### src/rtl/pcie_tx_arbiter.sv
// Credit-gated round-robin arbiter sharing the PCIe VC0 TX port between two TLP requesters.
// tx_req one cycle after an eligible request; grant same cycle as tx_rdy; XFER mux adds no latency; ineligible requesters wait.
module pcie_tx_arbiter (
  input  logic        pcie_clk,
  input  logic        sys_rst,
  input  logic        r0_req,
  input  logic        r0_posted,
  input  logic [9:0]  r0_dlen,
  output logic        r0_gnt,
  input  logic        r0_st,
  input  logic        r0_end,
  input  logic [15:0] r0_data,
  input  logic        r1_req,
  input  logic        r1_posted,
  input  logic [9:0]  r1_dlen,
  output logic        r1_gnt,
  input  logic        r1_st,
  input  logic        r1_end,
  input  logic [15:0] r1_data,
  output logic        tx_req,
  input  logic        tx_rdy,
  output logic        tx_st,
  output logic        tx_end,
  output logic [15:0] tx_data,
  input  logic [8:0]  tx_ca_ph,
  input  logic [8:0]  tx_ca_cplh,
  input  logic [12:0] tx_ca_pd,
  input  logic [12:0] tx_ca_cpld,
  input  logic        tx_ca_p_recheck,
  input  logic        tx_ca_cpl_recheck
);

  typedef enum logic [1:0] {
    IDLE = 2'd0,
    REQ  = 2'd1,
    XFER = 2'd2
  } state_t;

  typedef struct packed {
    logic       sel;
    logic       posted;
    logic [8:0] dc;
  } pick_t;

  state_t state, state_nxt;
  pick_t  pick, pick_nxt;
  logic   last, last_nxt;

  logic [8:0] r0_dc, r1_dc;
  logic       r0_elig, r1_elig;
  logic       win;
  logic       sel_ok;
  logic       recheck;

  function automatic logic [8:0] data_credits(input logic [9:0] dlen);
    logic [10:0] sum;
    sum = {1'b0, dlen} + 11'd3;
    return sum[10:2];
  endfunction

  // Credit MSB set means the core advertises infinite credit of that type.
  function automatic logic credit_ok(input logic [8:0] hc, input logic [12:0] dcr,
                                     input logic [8:0] need);
    return (hc[8] | (hc[7:0] >= 8'd1)) & (dcr[12] | (dcr[11:0] >= {3'b000, need}));
  endfunction

  assign r0_dc = data_credits(r0_dlen);
  assign r1_dc = data_credits(r1_dlen);

  assign r0_elig = r0_req & (r0_posted ? credit_ok(tx_ca_ph, tx_ca_pd, r0_dc)
                                       : credit_ok(tx_ca_cplh, tx_ca_cpld, r0_dc));
  assign r1_elig = r1_req & (r1_posted ? credit_ok(tx_ca_ph, tx_ca_pd, r1_dc)
                                       : credit_ok(tx_ca_cplh, tx_ca_cpld, r1_dc));

  assign win = (r0_elig & r1_elig) ? ~last : r1_elig;

  // Re-evaluation uses the class and data credits latched when the TLP was picked.
  assign sel_ok  = (pick.sel ? r1_req : r0_req) &
                   (pick.posted ? credit_ok(tx_ca_ph, tx_ca_pd, pick.dc)
                                : credit_ok(tx_ca_cplh, tx_ca_cpld, pick.dc));
  assign recheck = pick.posted ? tx_ca_p_recheck : tx_ca_cpl_recheck;

  always_ff @(posedge pcie_clk or posedge sys_rst) begin
    if (sys_rst) begin
      state <= IDLE;
      pick  <= '0;
      last  <= 1'b1;
    end else begin
      state <= state_nxt;
      pick  <= pick_nxt;
      last  <= last_nxt;
    end
  end

  always_comb begin
    state_nxt = state;
    pick_nxt  = pick;
    last_nxt  = last;
    tx_req    = 1'b0;
    r0_gnt    = 1'b0;
    r1_gnt    = 1'b0;
    tx_st     = 1'b0;
    tx_end    = 1'b0;
    tx_data   = '0;
    case (state)
      IDLE: begin
        if (r0_elig | r1_elig) begin
          pick_nxt.sel    = win;
          pick_nxt.posted = win ? r1_posted : r0_posted;
          pick_nxt.dc     = win ? r1_dc : r0_dc;
          state_nxt       = REQ;
        end
      end
      REQ: begin
        tx_req = 1'b1;
        if (tx_rdy) begin
          r0_gnt    = ~pick.sel;
          r1_gnt    = pick.sel;
          last_nxt  = pick.sel;
          state_nxt = XFER;
        end else if (recheck && !sel_ok) begin
          state_nxt = IDLE;
        end
      end
      XFER: begin
        tx_st   = pick.sel ? r1_st : r0_st;
        tx_end  = pick.sel ? r1_end : r0_end;
        tx_data = pick.sel ? r1_data : r0_data;
        if (pick.sel ? r1_end : r0_end) begin
          state_nxt = IDLE;
        end
      end
      default: state_nxt = IDLE;
    endcase
  end

endmodule

### config.mk
export PLATFORM = sky130hd
export DESIGN_NAME = pcie_tx_arbiter
export DESIGN_NICKNAME = d
export VERILOG_FILES = /design/src/rtl/pcie_tx_arbiter.sv
export SDC_FILE = /design/constraint.sdc
export NUM_CORES = 1
export LEC_CHECK = 0
export ABC_AREA = 0
export CAP_MARGIN = 20
export CELL_PAD_IN_SITES_DETAIL_PLACEMENT = 1
export CELL_PAD_IN_SITES_GLOBAL_PLACEMENT = 1
export CORE_MARGIN = 2
export CORE_UTILIZATION = 24
export CTS_CLUSTER_DIAMETER = 200
export CTS_CLUSTER_SIZE = 40
export DETAILED_ROUTE_END_ITERATION = 8
export PLACE_DENSITY = 0.71
export SKIP_CTS_REPAIR_TIMING = 1
export SYNTH_ARGS = -nofsm -noshare
export SYNTH_HDL_FRONTEND = slang
export SYNTH_SLANG_ARGS = --single-unit
### constraint.sdc
create_clock -name pcie_clk -period 5.6 [get_ports pcie_clk]
set_input_delay 0.56 -clock pcie_clk [delete_from_list [all_inputs] [get_ports pcie_clk]]
set_output_delay 0.56 -clock pcie_clk [all_outputs]
set_load 0.02 [all_outputs]
==> results.toml, run 1 <==
[die]
io_pins = 130
num_rows = 38
fp.dieW_um = 109
die_area_um2 = 11900
fp.dieH_um = 109
start_util = 0.245
core_um2 = 10800

[power_and_ir_drop]
power.total_mw = 0.961
ir_drop_uv = 122
power.density_nw_per_um2 = 232
p_leak_nw = 1.73

[yosys]
synthFlopType = "dfrtp_1"
seq_area_frac_synth = 0.133
synth_top_family_by_area = "adder cells"
synthesis.area_um2 = 2650
postSynth.asyncResetShare = 1.00
avgSynthCellArea_um2 = 8.20
synth-xor-area-share = 0.0765
synth_edf_count = 0
synth.largest_area_cell = "ha_1"
synth-compound-area-share = 0.197
synth_fp_nets = 478
netlist_top_cells_area = "ha_1, dfrtp_1, mux2i_1"
yosys.area_share.simple = 0.205
netlist.area_leader.share = 0.217
synth.area.mux_share = 0.122
synth_fa_ha_area_frac = 0.225
ys_warn_count = 0
ys_ff_latch = 14
synth.distinct_cells = 54
netlist_instances = 323

[drt]
drcViolationCount = 0
drtAntennaViolNets = 0
via_count = 2878
wl_per_cell_um = 15.6
drt_iter0_drc = 62
routed_wl_um = 9170
vias_per_cell = 4.89
firstDrtPassIters = 4

[worst_setup_path]
critPathMaxStageDelay_ns = 0.65
r2r_cells = 10
crit_buf_inv = 1
rrSetupSlack_ns = 2.97
crit_path_frequent_cell = "o211ai_1"
endpoint_kind = "register"
critical_path.slowest_cell = "or4b_2"
r2r-end = "state[0]"
crit_type = "in2reg"
critPathRequiredTime_ns = 5.77
crit_family = "simple AND/OR/NAND/NOR gates"
r2r-start = "pick[0]"
cp-start-kind = "input pin"
path_max_fanout = 11
cp_num_cells = 11
cp_cell_sequence = "clkdlybuf4s50_1, o211ai_1, nor3_2, nand2_1, ha_1, nor3_1, or4b_2, o211ai_1, a21boi_2, mux2_1, o21ai_1"
arrival_ns = 4.26

[cts]
cts_made_buffers = 3
clk_pin_slew_ns = 0.06
htreeDepth = 1
clockRootBuffer = "clkbuf_8"
cts_sinks = 14
cts_tree = "built"
clk_latency_ns = 0.24
cts_max_path_buffers = 2

[placed_design]
pre_cts_slack_ns = 1.25
gp_congestion = 0.819
place_inst = 584
hpwl_um = 8160
io_buffers = 129
place_area_um2 = 4080

[finish]
fin_util = 0.383
layout_common_cells = "clkdlybuf4s50_1, ha_1, nor2_1"
antenna_cells = 0
drive_above_1_share = 0.0513
fin_area_um2 = 4140
nets = 604
layoutNonFillerInstCount = 588
final_common_cell = "clkdlybuf4s50_1"
area_growth_pct = 56.2

[global_routing]
grt_start_max_net_pins = 23
grt_pass1_vias = 3036
grt_antenna_before_repair = 0
track_usage = 0.154
grt-ovfl-total = 0
grt_pass1_wl_um = 14700

[flow_run]
maxCapViolCount = 0

[timing]
setup-tns-final_ns = 0
tightest_slew_ns = 0.700
relSlewSlack = 0.530
finClkSkew_ns = 0.00170
slew_violations = 0
post-route-min-period_ns = 4.09
hold_ws_ns = 0.485
grt_setup_unrepaired = "no"
layout_setup_ws_ns = 1.51
finalHoldViolCount = 0
max_freq_mhz = 244
final.period_utilization = 0.731
setup_viol = 0

[hold_path]
hold_depth = 2
hold_end = "pick[6]"
hold_start = "pick[6]"
hold_class = "reg2reg"

[run_status]
status = "complete, no violations"
-- final cells by class --
cell class                 instances  area [um2]
clock buffer                       4        55.1
fill                            1285        6660
inverter                          17        63.8
multi-input combinational        282        2190
sequential                        14         352
tap                              140         175
timing repair buffer             131        1310
-- cells in the mapped netlist, types with 7 or more instances --
| cell type | number |
|---|---|
| ha_1 | 46 |
| nor2_1 | 35 |
| nand2_1 | 24 |
| mux2i_1 | 21 |
| inv_1 | 17 |
| o21ai_0 | 14 |
| dfrtp_1 | 13 |
| xnor2_1 | 12 |
| a21o_1 | 11 |
| o21ai_1 | 8 |
| a21oi_1 | 7 |
| mux2_1 | 7 |
| nand2b_1 | 7 |
| nand3_1 | 7 |
| nor3_1 | 7 |
-- worst max-delay path by stage --
| stage | from | to | slack (ns) |
|---|---|---|---|
| finish | r1_dlen[2] | pick[1] | 1.51 |
| global route | r1_dlen[2] | pick[3] | 1.29 |
| floorplan | r1_dlen[0] | pick[8] | 2.44 |
| detailed placement | r1_dlen[2] | pick[1] | 1.25 |
| CTS | r1_dlen[2] | pick[1] | 1.50 |
| global placement | r1_dlen[2] | pick[8] | 1.43 |
-- registers in the layout, indices dropped and copies added (netlist names) --
signal  cells
state       2
pick       11
last        1
-- kinds of logic (layout without fill, tap and decap cells) --
kind of cell,Yosys count,after routing
buffers and inverters,27,152
DFF,14,14
adders and majority gates,48,48
muxes,31,31
xor gates and xnor gates,20,20
and+or+nand+nor,109,109
AOI/OAI and AO/OA,74,74
-- power by group --
group	switching [mW]	internal (mW)
sequential	0.0400	0.150
clock	0.0360	0.0623
combinational	0.338	0.335
total	0.414	0.547
-- worst reg2reg max path: stages (launching register included) --
cell	delay, ns
dfrtp_1	0.42
ha_1	0.28
nand2b_1	0.14
a21o_1	0.17
a21o_1	0.18
a21o_1	0.18
a21o_1	0.18
a2111oi_0	0.43
o21ai_0	0.20
a31oi_1	0.23
o41ai_1	0.09
-- layer usage --
| layer | global-route usage | share of wire | up-vias |
|---|---|---|---|
| li1 | - | - | 1437 |
| met1 | 0.199 | 0.45 | 1372 |
| met2 | 0.277 | 0.50 | 63 |
| met3 | 0.0221 | 0.046 | 6 |
| met4 | 0.0201 | 0.0052 | 0 |
| met5 | 0 | 0 | - |
Note: power is estimated with default switching activity, not from simulation.
==> run 2, diff against run 1 <==
PLACE_DENSITY = 0.73   (was 0.71)
clock period = 3.4 ns   (was 5.6 ns; I/O delays follow)
==> run 2 against run 1 <==
Against the previous run:
- critical path depth increased by 2
- worst hold slack lost 0.029 ns
- die area unchanged
- via count is 7.8% higher
- flip-flop and latch count stayed put
- sequential share of layout area fell by 0.99 points
- utilization increased by 5.0 points
- total power up 77%
- global-route usage grew 1.2 points
- count of clock-buffer cells in the layout stayed put
- critical endpoint is now pick[10]
- largest cell class unchanged
==> results.toml, run 2 (synthesized netlist as in run 1, its figures left out) <==
[timing]
tightest_slew_ns = 0.677
post-route-min-period_ns = 3.29
max_freq_mhz = 304
slew_violations = 0
final.period_utilization = 0.968
relSlewSlack = 0.549
setup-tns-final_ns = 0
finalHoldViolCount = 0
finClkSkew_ns = 0.00294
setup_viol = 0

[drt]
wl_met1_um = 4300
via_count = 3102
wl_met3_um = 433
drt_iter0_drc = 79
drcViolationCount = 0
met2_length_um = 5550
firstDrtPassIters = 4
highest_layer = "met4"
routed_wl_um = 10300
drtAntennaViolNets = 0
wl_per_cell_um = 16.2
vias_per_cell = 4.86

[global_routing]
grt_antenna_before_repair = 0
grt_start_max_net_pins = 20
grt_pass1_wl_um = 15700
grt_pass1_vias = 3413
grt-ovfl-total = 0
track_usage = 0.166

[worst_setup_path]
crit_buf_inv = 4
critical_path.slowest_cell = "clkdlybuf4s50_1"
crit_family = "buffers and inverters"
critPathRequiredTime_ns = 3.52
cp-start-kind = "input pin"
endpoint_kind = "register"
critPathMaxStageDelay_ns = 0.48
path_max_fanout = 4
crit_type = "in2reg"
crit_path_frequent_cell = "buf_4"
arrival_ns = 3.41
cp_cell_sequence = "clkdlybuf4s50_1, nand4_1, nor3_4, nand2_2, buf_4, buf_4, ha_1, a211o_1, o31ai_2, o211ai_1, buf_4, o21ai_2, mux2_2"

[power_and_ir_drop]
seqPwrFrac = 0.193
swShare = 0.426
p_switching_mw = 0.723
intPower_mw = 0.974
p_comb_frac = 0.726
power.density_nw_per_um2 = 363
p_clk_frac = 0.082
p_leak_nw = 2.11
ir_drop_uv = 238
power.total_mw = 1.70

[cts]
cts_sinks = 14
cts_max_path_buffers = 2
clk_latency_ns = 0.24
clk_pin_slew_ns = 0.06
clockRootBuffer = "clkbuf_8"
htreeDepth = 1
cts_made_buffers = 3
cts_tree = "built"

[die]
die_area_um2 = 11900
fp.dieW_um = 109
io_pins = 130
fp.dieH_um = 109
core_um2 = 10800
num_rows = 38
start_util = 0.245

[finish]
drive_above_1_share = 0.183
layoutNonFillerInstCount = 638
layout_common_cells = "clkdlybuf4s50_1, buf_4, ha_1"
fin_area_um2 = 4680
antenna_cells = 0
nets = 654
reg_top3 = "pick x11, state x2, last x1"
largest-register = "pick"
area_growth_pct = 76.7
final_common_cell = "clkdlybuf4s50_1"
largest_reg_flops = 11

[run_status]
status = "complete, no violations"

[placed_design]
gp_congestion = 0.844
place_area_um2 = 4420
place_inst = 626
io_buffers = 129
hpwl_um = 8860

[flow_run]
maxCapViolCount = 0

[hold_path]
hold_class = "in2async"
-- run 2: cell count changes in the layout (fill, tap and decap cells not counted), sizes merged --
cell           previous run  this run
dlymetal6s2s              0         8
buf                       2        51
clkdlybuf4s50           129       121
clkbuf                    4         5
-- run 2: final timing paths --
kind                       cells after the start  slack, ns        from        to
min                                            2       0.46     sys_rst   pick[2]
min reg2reg                                    2       0.49     pick[5]   pick[5]
max reg2reg                                   10       0.71     pick[0]  state[0]
min in group pcie_clk                          2       0.49     pick[5]   pick[5]
max                                           13       0.11  r1_dlen[7]  pick[10]
max in group asynchronous                      2       2.57     sys_rst      last
-- run 2: layer usage --
layer / track usage / vias up
met2: 0.321 / 74
li1: - / 1533
met1: 0.196 / 1489
met3: 0.0221 / 6
met4: 0.0229 / 0
met5: 0 / -
-- run 2: power by group through the flow --
stage | clock network [mW] | logic [mW] | registers [mW]
floorplan | 0 | 0.710 | 0.280
global placement | 0 | 1.13 | 0.324
finish | 0.138 | 1.23 | 0.327
CTS | 0.146 | 1.19 | 0.325
global route | 0.150 | 1.36 | 0.340
detailed placement | 0 | 1.18 | 0.328
-- run 2: final cells by class --
class	instances	area [um2]
clock buffer	4	45.0
fill	1278	6110
inverter	17	63.8
multi-input combinational	282	2300
sequential	14	352
tap	140	175
timing repair buffer	181	1740
-- run 2: metrics by stage --
step / hold slack [ns] / utilization / setup WS [ns]
2_1_floorplan: 0.229 / - / 0.461
3_3_place_gp: 0.464 / 0.410 / -0.231
3_5_place_dp: 0.470 / 0.410 / -0.412
4_1_cts: 0.481 / 0.414 / -0.165
5_1_grt: 0.520 / 0.434 / -0.0303
6_report: 0.456 / 0.434 / 0.110
